## src/rtl/multicore_pkg.sv

```systemverilog
// Shared types and constants for the core pipeline: load/store opcodes,
// MA-stage FSM states and write-back source selection.
package multicore_pkg;

    localparam int DATA_SIZE = 32;
    localparam int INST_SIZE = 32;
    localparam int NUM_REGS  = 32;
    localparam int REG_W     = $clog2(NUM_REGS);

    typedef enum logic [2:0] {
        LB  = 3'd0,
        LH  = 3'd1,
        LW  = 3'd2,
        LBU = 3'd3,
        LHU = 3'd4
    } t_ldop;

    typedef enum logic [1:0] {
        SB = 2'd0,
        SH = 2'd1,
        SW = 2'd2
    } t_sop;

    typedef enum logic {
        MA_IDLE = 1'b0,
        MA_WAIT = 1'b1
    } t_ma_state;

    localparam logic [1:0] MTR_ALU = 2'b00;
    localparam logic [1:0] MTR_MEM = 2'b01;
    localparam logic [1:0] MTR_PC  = 2'b10;

endpackage

```

## src/rtl/load_store_align.sv

```systemverilog
// Combinational byte-lane steering for the data port: store replication,
// byte enables, load extraction/extension and alignment checking.
module load_store_align
    import multicore_pkg::*;
(
    input  logic [1:0]           addr_lo,
    input  logic                 is_store,
    input  t_ldop                ldop,
    input  t_sop                 sop,
    input  logic [DATA_SIZE-1:0] store_data,
    input  logic [DATA_SIZE-1:0] rdata,
    output logic [DATA_SIZE-1:0] wdata,
    output logic [3:0]           be,
    output logic [DATA_SIZE-1:0] load_data,
    output logic                 misaligned
);

    logic [7:0]  ld_byte;
    logic [15:0] ld_half;

    // Each lane carries the low byte (SB), the matching half-word byte (SH)
    // or its own byte (SW), so the memory only needs to honour be.
    genvar gi;
    generate
        for (gi = 0; gi < 4; gi++) begin : g_lane
            assign wdata[gi*8 +: 8] =
                (is_store && sop == SB) ? store_data[7:0] :
                (is_store && sop == SH) ? store_data[(gi%2)*8 +: 8] :
                                          store_data[gi*8 +: 8];
        end
    endgenerate

    always_comb begin
        be         = 4'b1111;
        misaligned = 1'b0;
        if (is_store) begin
            case (sop)
                SB:      be = 4'b0001 << addr_lo;
                SH: begin
                    be         = addr_lo[1] ? 4'b1100 : 4'b0011;
                    misaligned = addr_lo[0];
                end
                SW:      misaligned = |addr_lo;
                default: be = 4'b1111;
            endcase
        end else begin
            case (ldop)
                LH, LHU: misaligned = addr_lo[0];
                LW:      misaligned = |addr_lo;
                default: misaligned = 1'b0;
            endcase
        end
    end

    assign ld_byte = rdata[{addr_lo, 3'b000} +: 8];
    assign ld_half = addr_lo[1] ? rdata[31:16] : rdata[15:0];

    always_comb begin
        load_data = rdata;
        case (ldop)
            LB:      load_data = {{24{ld_byte[7]}}, ld_byte};
            LBU:     load_data = {24'd0, ld_byte};
            LH:      load_data = {{16{ld_half[15]}}, ld_half};
            LHU:     load_data = {16'd0, ld_half};
            default: load_data = rdata;
        endcase
    end

endmodule

```

## src/rtl/memory_access_unit.sv

```systemverilog
// Memory-access pipeline stage: MA register, valid/ack data-port FSM with
// ack timeout, pipeline stall generation and the WB output register.
module memory_access_unit
    import multicore_pkg::*;
#(
    parameter int unsigned ACK_TIMEOUT = 255
)(
    input  logic                 i_aclk,
    input  logic                 i_areset_n,
    input  logic                 i_en,
    input  logic [DATA_SIZE-1:0] i_exe_calc,
    input  logic [DATA_SIZE-1:0] i_exe_wdata,
    input  logic [INST_SIZE-1:0] i_pcplus4,
    input  logic [REG_W-1:0]     i_rdest,
    input  logic                 i_cu_regwrite,
    input  logic                 i_cu_memwrite,
    input  logic                 i_cu_memaccess,
    input  logic [1:0]           i_cu_memtoreg,
    input  t_ldop                i_ldop,
    input  t_sop                 i_sop,
    output logic                 o_dmem_req,
    output logic                 o_dmem_we,
    output logic [DATA_SIZE-1:0] o_dmem_addr,
    output logic [DATA_SIZE-1:0] o_dmem_wdata,
    output logic [3:0]           o_dmem_be,
    input  logic                 i_dmem_ack,
    input  logic [DATA_SIZE-1:0] i_dmem_rdata,
    output logic                 o_stall,
    output logic [DATA_SIZE-1:0] o_ma_op,
    output logic [DATA_SIZE-1:0] o_wb_data,
    output logic [REG_W-1:0]     o_rdest,
    output logic                 o_cu_regwrite,
    output logic                 o_misaligned,
    output logic                 o_bus_err
);

    localparam logic [15:0] CNT_LOAD = 16'(ACK_TIMEOUT - 1);

    logic                 ma_valid_reg;
    logic [DATA_SIZE-1:0] calc_reg;
    logic [DATA_SIZE-1:0] wdata_reg;
    logic [INST_SIZE-1:0] pcplus4_reg;
    logic [REG_W-1:0]     rdest_reg;
    logic                 regwrite_reg;
    logic                 memwrite_reg;
    logic                 memaccess_reg;
    logic [1:0]           memtoreg_reg;
    t_ldop                ldop_reg;
    t_sop                 sop_reg;

    t_ma_state            state_reg, state_next;
    logic [15:0]          cnt_reg, cnt_next;

    logic                 misal_raw;
    logic                 misaligned;
    logic                 mem_op;
    logic                 last_cycle;
    logic                 timeout_expire;
    logic [DATA_SIZE-1:0] lane_wdata;
    logic [DATA_SIZE-1:0] load_data;
    logic [3:0]           lane_be;
    logic [DATA_SIZE-1:0] wb_mux;

    always_ff @(posedge i_aclk or negedge i_areset_n) begin
        if (!i_areset_n) begin
            ma_valid_reg  <= 1'b0;
            calc_reg      <= '0;
            wdata_reg     <= '0;
            pcplus4_reg   <= '0;
            rdest_reg     <= '0;
            regwrite_reg  <= 1'b0;
            memwrite_reg  <= 1'b0;
            memaccess_reg <= 1'b0;
            memtoreg_reg  <= MTR_ALU;
            ldop_reg      <= LB;
            sop_reg       <= SB;
        end else if (!o_stall) begin
            ma_valid_reg  <= i_en;
            calc_reg      <= i_exe_calc;
            wdata_reg     <= i_exe_wdata;
            pcplus4_reg   <= i_pcplus4;
            rdest_reg     <= i_rdest;
            regwrite_reg  <= i_cu_regwrite;
            memwrite_reg  <= i_cu_memwrite;
            memaccess_reg <= i_cu_memaccess;
            memtoreg_reg  <= i_cu_memtoreg;
            ldop_reg      <= i_ldop;
            sop_reg       <= i_sop;
        end
    end

    load_store_align u_align (
        .addr_lo    (calc_reg[1:0]),
        .is_store   (memwrite_reg),
        .ldop       (ldop_reg),
        .sop        (sop_reg),
        .store_data (wdata_reg),
        .rdata      (i_dmem_rdata),
        .wdata      (lane_wdata),
        .be         (lane_be),
        .load_data  (load_data),
        .misaligned (misal_raw)
    );

    assign misaligned = memaccess_reg & misal_raw;
    assign mem_op     = ma_valid_reg & memaccess_reg & ~misal_raw;

    // The request cycle in IDLE is the first of ACK_TIMEOUT cycles, so the
    // last permitted cycle is WAIT with one count left (or IDLE itself when
    // the timeout is a single cycle).
    assign last_cycle     = (state_reg == MA_IDLE) ? (ACK_TIMEOUT == 1) : (cnt_reg == 16'd1);
    assign timeout_expire = mem_op & ~i_dmem_ack & last_cycle;
    assign o_stall        = mem_op & ~i_dmem_ack & ~timeout_expire;

    always_ff @(posedge i_aclk or negedge i_areset_n) begin
        if (!i_areset_n) begin
            state_reg <= MA_IDLE;
            cnt_reg   <= '0;
        end else begin
            state_reg <= state_next;
            cnt_reg   <= cnt_next;
        end
    end

    always_comb begin
        state_next = state_reg;
        cnt_next   = cnt_reg;
        case (state_reg)
            MA_IDLE: begin
                if (mem_op && !i_dmem_ack && !timeout_expire) begin
                    state_next = MA_WAIT;
                    cnt_next   = CNT_LOAD;
                end
            end
            MA_WAIT: begin
                if (i_dmem_ack || timeout_expire) begin
                    state_next = MA_IDLE;
                    cnt_next   = '0;
                end else begin
                    cnt_next = cnt_reg - 16'd1;
                end
            end
            default: begin
                state_next = MA_IDLE;
                cnt_next   = '0;
            end
        endcase
    end

    assign o_dmem_req   = mem_op;
    assign o_dmem_we    = mem_op & memwrite_reg;
    assign o_dmem_addr  = {calc_reg[DATA_SIZE-1:2], 2'b00};
    assign o_dmem_wdata = lane_wdata;
    assign o_dmem_be    = mem_op ? lane_be : 4'b0000;

    assign o_ma_op = (memtoreg_reg == MTR_PC) ? pcplus4_reg : calc_reg;

    always_comb begin
        case (memtoreg_reg)
            MTR_MEM: wb_mux = load_data;
            MTR_PC:  wb_mux = pcplus4_reg;
            default: wb_mux = calc_reg;
        endcase
    end

    always_ff @(posedge i_aclk or negedge i_areset_n) begin
        if (!i_areset_n) begin
            o_cu_regwrite <= 1'b0;
            o_rdest       <= '0;
            o_wb_data     <= '0;
            o_misaligned  <= 1'b0;
            o_bus_err     <= 1'b0;
        end else begin
            o_misaligned <= ma_valid_reg & misaligned;
            o_bus_err    <= timeout_expire;
            if (o_stall) begin
                o_cu_regwrite <= 1'b0;
            end else begin
                o_cu_regwrite <= ma_valid_reg & regwrite_reg & ~misaligned & ~timeout_expire;
                o_rdest       <= rdest_reg;
                o_wb_data     <= wb_mux;
            end
        end
    end

endmodule

```

## config.mk

```make
export PLATFORM = sky130hd
export DESIGN_NAME = memory_access_unit
export DESIGN_NICKNAME = d
export VERILOG_FILES = /design/src/rtl/multicore_pkg.sv /design/src/rtl/load_store_align.sv /design/src/rtl/memory_access_unit.sv
export SDC_FILE = /design/constraint.sdc
export NUM_CORES = 1
export LEC_CHECK = 0
export CORE_MARGIN = 2
export CORE_UTILIZATION = 48
export DETAILED_ROUTE_END_ITERATION = 8
export PLACE_DENSITY_LB_ADDON = 0.12
export SLEW_MARGIN = 10
export SYNTH_ARGS = -nofsm -noshare
export SYNTH_HDL_FRONTEND = slang
export SYNTH_SLANG_ARGS = --single-unit
```

## constraint.sdc

```tcl
create_clock -name i_aclk -period 2.7 [get_ports i_aclk]
set_clock_uncertainty 0.2 [all_clocks]
set_input_delay 0.54 -clock i_aclk [delete_from_list [all_inputs] [get_ports i_aclk]]
set_output_delay 0.54 -clock i_aclk [all_outputs]
set_load 0.03 [all_outputs]
```

==> run summary, run 1 <==
leakage power - 6.28 nW
CTS sink cnt - 169
PwrDens - 715 nW/um^2
Setup-failing EPs final - 24
initial core utilization - 48.5%
setup_tns - -0.605 ns
CP cell instances - or3_4, or4_4, nand3_4, inv_4, buf_6
slowest CP cell - or4_4
initial antenna violation count - 1
status - finished with violations
CTS max path bufs - 2
crit share post-route - 105%
Setup crit end kind - primary output
die height - 144 um
Final Hold Viols - 0
IO Port Bufs - 287
hpwl dp - 19,900 um
Post-synth ARST share - 100%
Yosys top cell area share - 45.1%
normalized max-slew margin - 60.4%
Slew @ Worst Pin - 0.595 ns
final net count - 1,571
vias in the first global route - 8,578
Layout Cells excl Fill - 1,695
Synth Flop Type - dfrtp_1
CTS tree - yes
synthesis-to-finish area growth - 44.8%
Slew Viols, Final - 0
GRT overflow - 0
# rows - 51
area leader, netlist - dfrtp_1
Seq/Total Area, Yosys - 45.1%
# diodes - 0
Max Fclk - 352 MHz
crit path DAT - 2.10 ns
Synth Warn # - 0
Overall Power - 9.71 mW
Max VDD drop - 0.482 mV
critical path class - register to primary output
Worst setup SP type - register
Total Routing Usage GR - 27.2%
die extent in x - 144 um
Synth Register Bits - 169
Synth Instances - 1,150
fraction of layout cells with a size suffix above 1 - 18.5%
Hold EP - o_cu_regwrite
number of unique standard cell types used by synthesis - 58
Pre-antenna DRT Iters - 5
Worst Reg2Reg Path Length in Cells - 7
largest net degree at the start of global routing - 96
Root Buffer - clkbuf_16
Placed Instances - 1,632
Synth top cells by count - nand2_1, dfrtp_1, o21ai_0
Req. time, crit path - 1.96 ns
number of synthesized flops with an enable pin - 0
DR vias/cell - 5.27
RSZ-0062 raised after global routing - yes
via count - 8,940
Hold Crit Class - register to register
largest cells by area after synthesis - dfrtp_1, nand2_1, o21ai_0, buf_4, a21oi_1
Residual DRC - 0
Hold Worst Slack - 0.264 ns
FF-to-FF setup slack - 0.15 ns
top-count cell post-synth - nand2_1
FF-to-FF End - o_wb_data[7]
die area - 20,700 sq um
clock-pin slew on the worst setup and hold paths - 0.07 ns
Place WS - -0.248 ns
largest stage delay on the critical path - 0.55 ns
gp weighted congestion - 0.880
Mean Syn Cell Area - 8.15 sq um
I/O Pins - 290
core box area - 19,300 sq um
Layout fillers - 1,573
failing checks - negative setup slack
Worst Setup Slack, final - -0.141 ns
max-capacitance violation count - 0
WL final - 29,200 um
first-pass GRT wire length - 43,700 um
Hold Startpoint - memaccess_reg
min Tclk post-route - 2.84 ns
Post-DRT Antenna Nets - 0
worst r2r src - cnt_reg[13]
CP max FO - 4
number of buffers created by CTS - 17
hold path cells - 1
1st-iter DRT viols - 514
H-tree Lvls - 4
mapped cell area - 9370 sq um
mean routed wirelength per cell - 17.2 um
Skew-Pair Late Insertion Delay - 0.43 ns
-- kinds of logic (layout without fill, tap and decap cells) --
group                    Yosys count  after routing  share of synthesized area, %
flip-flops                       169            169                          45.1
XOR/XNOR                           2              2                         0.187
AND/OR/NAND/NOR                  492            492                          22.0
buffers and inverters            159            438                          9.58
AO/OA/AOI/OAI                    281            281                          17.4
adder cells (fa/ha/maj)            7              7                         0.934
other                              1              2                        0.0400
multiplexers                      39             39                          4.73
-- through the flow --
stage / utilization (%) / area, sq um
global route: 70.2 / 13600
CTS: 67.4 / 13000
floorplan: - / 9380
finish: 70.2 / 13600
detailed placement: 63.3 / 12200
global placement: 63.3 / 12200
-- cell type report --
| cell class | instances | area (sq um) | area share (%) |
|---|---|---|---|
| multi-input combinational | 823 | 4590 | 33.9 |
| sequential | 169 | 4240 | 31.2 |
| timing repair buffer | 364 | 3680 | 27.1 |
| clock buffer | 19 | 453 | 3.34 |
| tap | 265 | 332 | 2.44 |
| inverter | 42 | 163 | 1.20 |
| clock inverter | 13 | 118 | 0.867 |
-- worst max-delay path: cells and delay by family, from the launching register on --
family	cells	cell delay [ns]
AND/OR/NAND/NOR	3	1.10
flip-flops	1	0.39
buffers and inverters	2	0.18
-- placed cells by master (no fill, tap or decap), types with 18 or more instances in the layout --
master           count
o21ai_1             23
dfrtp_1            164
nor2_1              58
clkdlybuf4s50_1    223
a31oi_1             19
o21ai_0             94
buf_4               57
buf_6               47
clkbuf_16           18
nand2_1            362
inv_1               37
a21oi_1             74
mux2_4              19
-- per-layer routing --
| metal | global-route usage, % | wire [um] | vias to the layer above |
|---|---|---|---|
| met5 | 0 | 0 | - |
| met3 | 7.76 | 2330 | 46 |
| li1 | - | - | 4327 |
| met2 | 45.6 | 14300 | 298 |
| met1 | 33.7 | 11800 | 4269 |
| met4 | 9.13 | 753 | 0 |
-- power breakdown --
part / internal [mW] / switching, mW
Clock: 1.33 / 1.08
Combinational: 1.74 / 2.25
Sequential: 2.95 / 0.371
Total: 6.02 / 3.69
-- timing repair --
action	in CTS	in global routing
pin swaps	6	19
resized for setup	169	187
buffers inserted	11	17
hold buffers	1	0
endpoints found under the setup margin	58	128
gates cloned	2	1
hold endpoints to repair	51	0
-- how the worst max path moves through the flow --
| stage | depth (start not counted) | slack (ns) | from | endpoint |
|---|---|---|---|---|
| global placement | 7 | -0.20 | i_dmem_rdata[23] | o_wb_data[18] |
| global route | 10 | -0.22 | sop_reg[1] | o_stall |
| finish | 5 | -0.14 | cnt_reg[13] | o_stall |
| floorplan | 5 | 0.11 | calc_reg[1] | o_ma_op[1] |
| detailed placement | 7 | -0.25 | i_dmem_rdata[23] | o_wb_data[18] |
| CTS | 5 | -0.18 | cnt_reg[13] | o_stall |
(Power assumes the default switching activity.)
==> inputs of run 2 (changes only) <==
--- a/config.mk
+++ b/config.mk
@@ -6,8 +6,10 @@
 export NUM_CORES = 1
 export LEC_CHECK = 0
 export CORE_MARGIN = 2
-export CORE_UTILIZATION = 48
+export CORE_UTILIZATION = 55
+export CTS_CLUSTER_SIZE = 16
 export DETAILED_ROUTE_END_ITERATION = 8
+export DONT_BUFFER_PORTS = 1
 export PLACE_DENSITY_LB_ADDON = 0.12
 export SLEW_MARGIN = 10
 export SYNTH_ARGS = -nofsm -noshare
==> run 2 against run 1 <==
Effect of this change: the run ends with negative hold slack, negative setup slack left; non-clock buffer count down 276; register-to-register slack worse by 0.08 ns; clock power down 4%; wire length down 9.7%; sequential share of layout area up 9.3 points; global-route usage up 1.2 points; sequential cell count unchanged; combinational power down 40%; die area down 12%; design area down 23%; sequential power up 15%; count of clock-buffer cells in the layout unchanged; critical path type unchanged; critical endpoint unchanged; largest power group is now sequential cells.
==> run summary, run 2 (synthesized netlist as in run 1, its figures left out) <==
status - finished with violations
failing checks - negative hold slack, negative setup slack
most common cell after layout, fill and taps aside - nand2_1
Skew-Pair Late Insertion Delay - 0.43 ns
CTS sink cnt - 169
final net count - 1,296
GRT overflow - 0
initial antenna violation count - 0
# rows - 47
CP Launch Point - cnt_reg[13]
FF-to-FF End - o_wb_data[7]
number of buffers created by CTS - 17
PwrDens - 815 nW/um^2
I/O Pins - 290
normalized max-slew margin - 57.6%
Util after Layout - 62.8%
Hold Worst Slack - -0.406 ns
# diodes - 0
GRT Max-Usage Layer - met2
die area - 18,100 sq um
worst r2r src - cnt_reg[13]
DP Area - 9480 sq um
Total Routing Usage GR - 28.4%
max-capacitance violation count - 0
Overall Power - 8.52 mW
crit share post-route - 104%
H-tree Lvls - 4
min Tclk post-route - 2.80 ns
DR vias/cell - 5.67
Root Buffer - clkbuf_16
critical path class - register to primary output
FF-to-FF setup slack - 0.07 ns
Req. time, crit path - 1.96 ns
Worst Reg2Reg Path Length in Cells - 7
Worst setup SP type - register
Hold Crit Class - input port to async pin
CTS max path bufs - 2
GR Util met1 - 35.6%
Slew Viols, Final - 0
die height - 135 um
mean routed wirelength per cell - 19.2 um
M3 GR Usage - 8.75%
1st-iter DRT viols - 497
most frequent cells in the layout - nand2_1, dfrtp_1, o21ai_0
Setup crit end kind - primary output
RSZ-0062 raised after global routing - yes
Final Instance Area - 10,500 sq um
Final Hold Viols - 169
IO Port Bufs - 0
Pre-antenna DRT Iters - 5
crit path DAT - 2.06 ns
WL final - 26,400 um
largest net degree at the start of global routing - 170
leakage power - 5.00 nW
CTS Hold Bufs - 1
Residual DRC - 0
vias in the first global route - 7,283
first-pass GRT wire length - 40,100 um
CP max FO - 7
Worst Setup Slack, final - -0.101 ns
gp weighted congestion - 0.839
via count - 7,799
hpwl dp - 17,600 um
Post-DRT Antenna Nets - 0
Global Route met2 Usage - 48.0%
Slew @ Worst Pin - 0.635 ns
fraction of layout cells with a size suffix above 1 - 16.6%
initial core utilization - 56.3%
clock-pin slew on the worst setup and hold paths - 0.07 ns
Setup-failing EPs final - 12
Max VDD drop - 0.488 mV
die extent in x - 135 um
core box area - 16,600 sq um
synthesis-to-finish area growth - 11.5%
Max Fclk - 357 MHz
CTS tree - yes
-- run 2: worst max path at each step --
stage | endpoint | cells past startpoint
floorplan | o_ma_op[1] | 5
global placement | o_wb_data[19] | 6
detailed placement | o_wb_data[18] | 6
CTS | o_stall | 4
global route | o_dmem_be[1] | 8
finish | o_stall | 4
-- run 2: final cells by class --
type                       count  area, sq um
timing repair inverter         1         6.26
multi-input combinational    823         4410
sequential                   169         4230
tap                          220          275
clock inverter                13          110
fill                        1494         6190
clock buffer                  19          443
timing repair buffer          88          802
inverter                      42          173
-- run 2: metal layers --
metal  vias to the layer above  share of wire (%)
li1                       3792                  -
met1                      3684                 39
met2                       296                 51
met3                        27                8.6
met4                         0                1.5
met5                         -                  0
-- run 2: worst max-delay path: stages, from the launching register on --
cell and delay [ns]:
dfrtp_1 0.39, or3_4 0.42, or4_4 0.54, nand3_4 0.16, clkinv_8 0.11
-- run 2: metrics by stage --
stage                     std cells  setup WS [ns]  setup TNS [ns]
after floorplan                1151          0.114               0
after global placement         1319          0.202               0
after detailed placement       1319          0.163               0
after CTS                      1362        -0.0586         -0.0841
after global routing           1375         -0.193           -1.91
final                          1375         -0.101          -0.594
-- run 2: what timing repair did --
action                                 in CTS  in global routing
cloned                                      3                  3
pin swaps                                   3                 14
resized for setup                          29                 35
endpoints found under the hold margin     172                169
setup endpoints to repair                  29                 90
setup buffers                               7                 11
-- run 2: power by group --
group	total [mW]	internal, mW	switching, mW
registers	3.81	2.94	0.865
clock network	2.30	1.22	1.08
logic	2.41	0.941	1.47
total	8.52	5.11	3.42
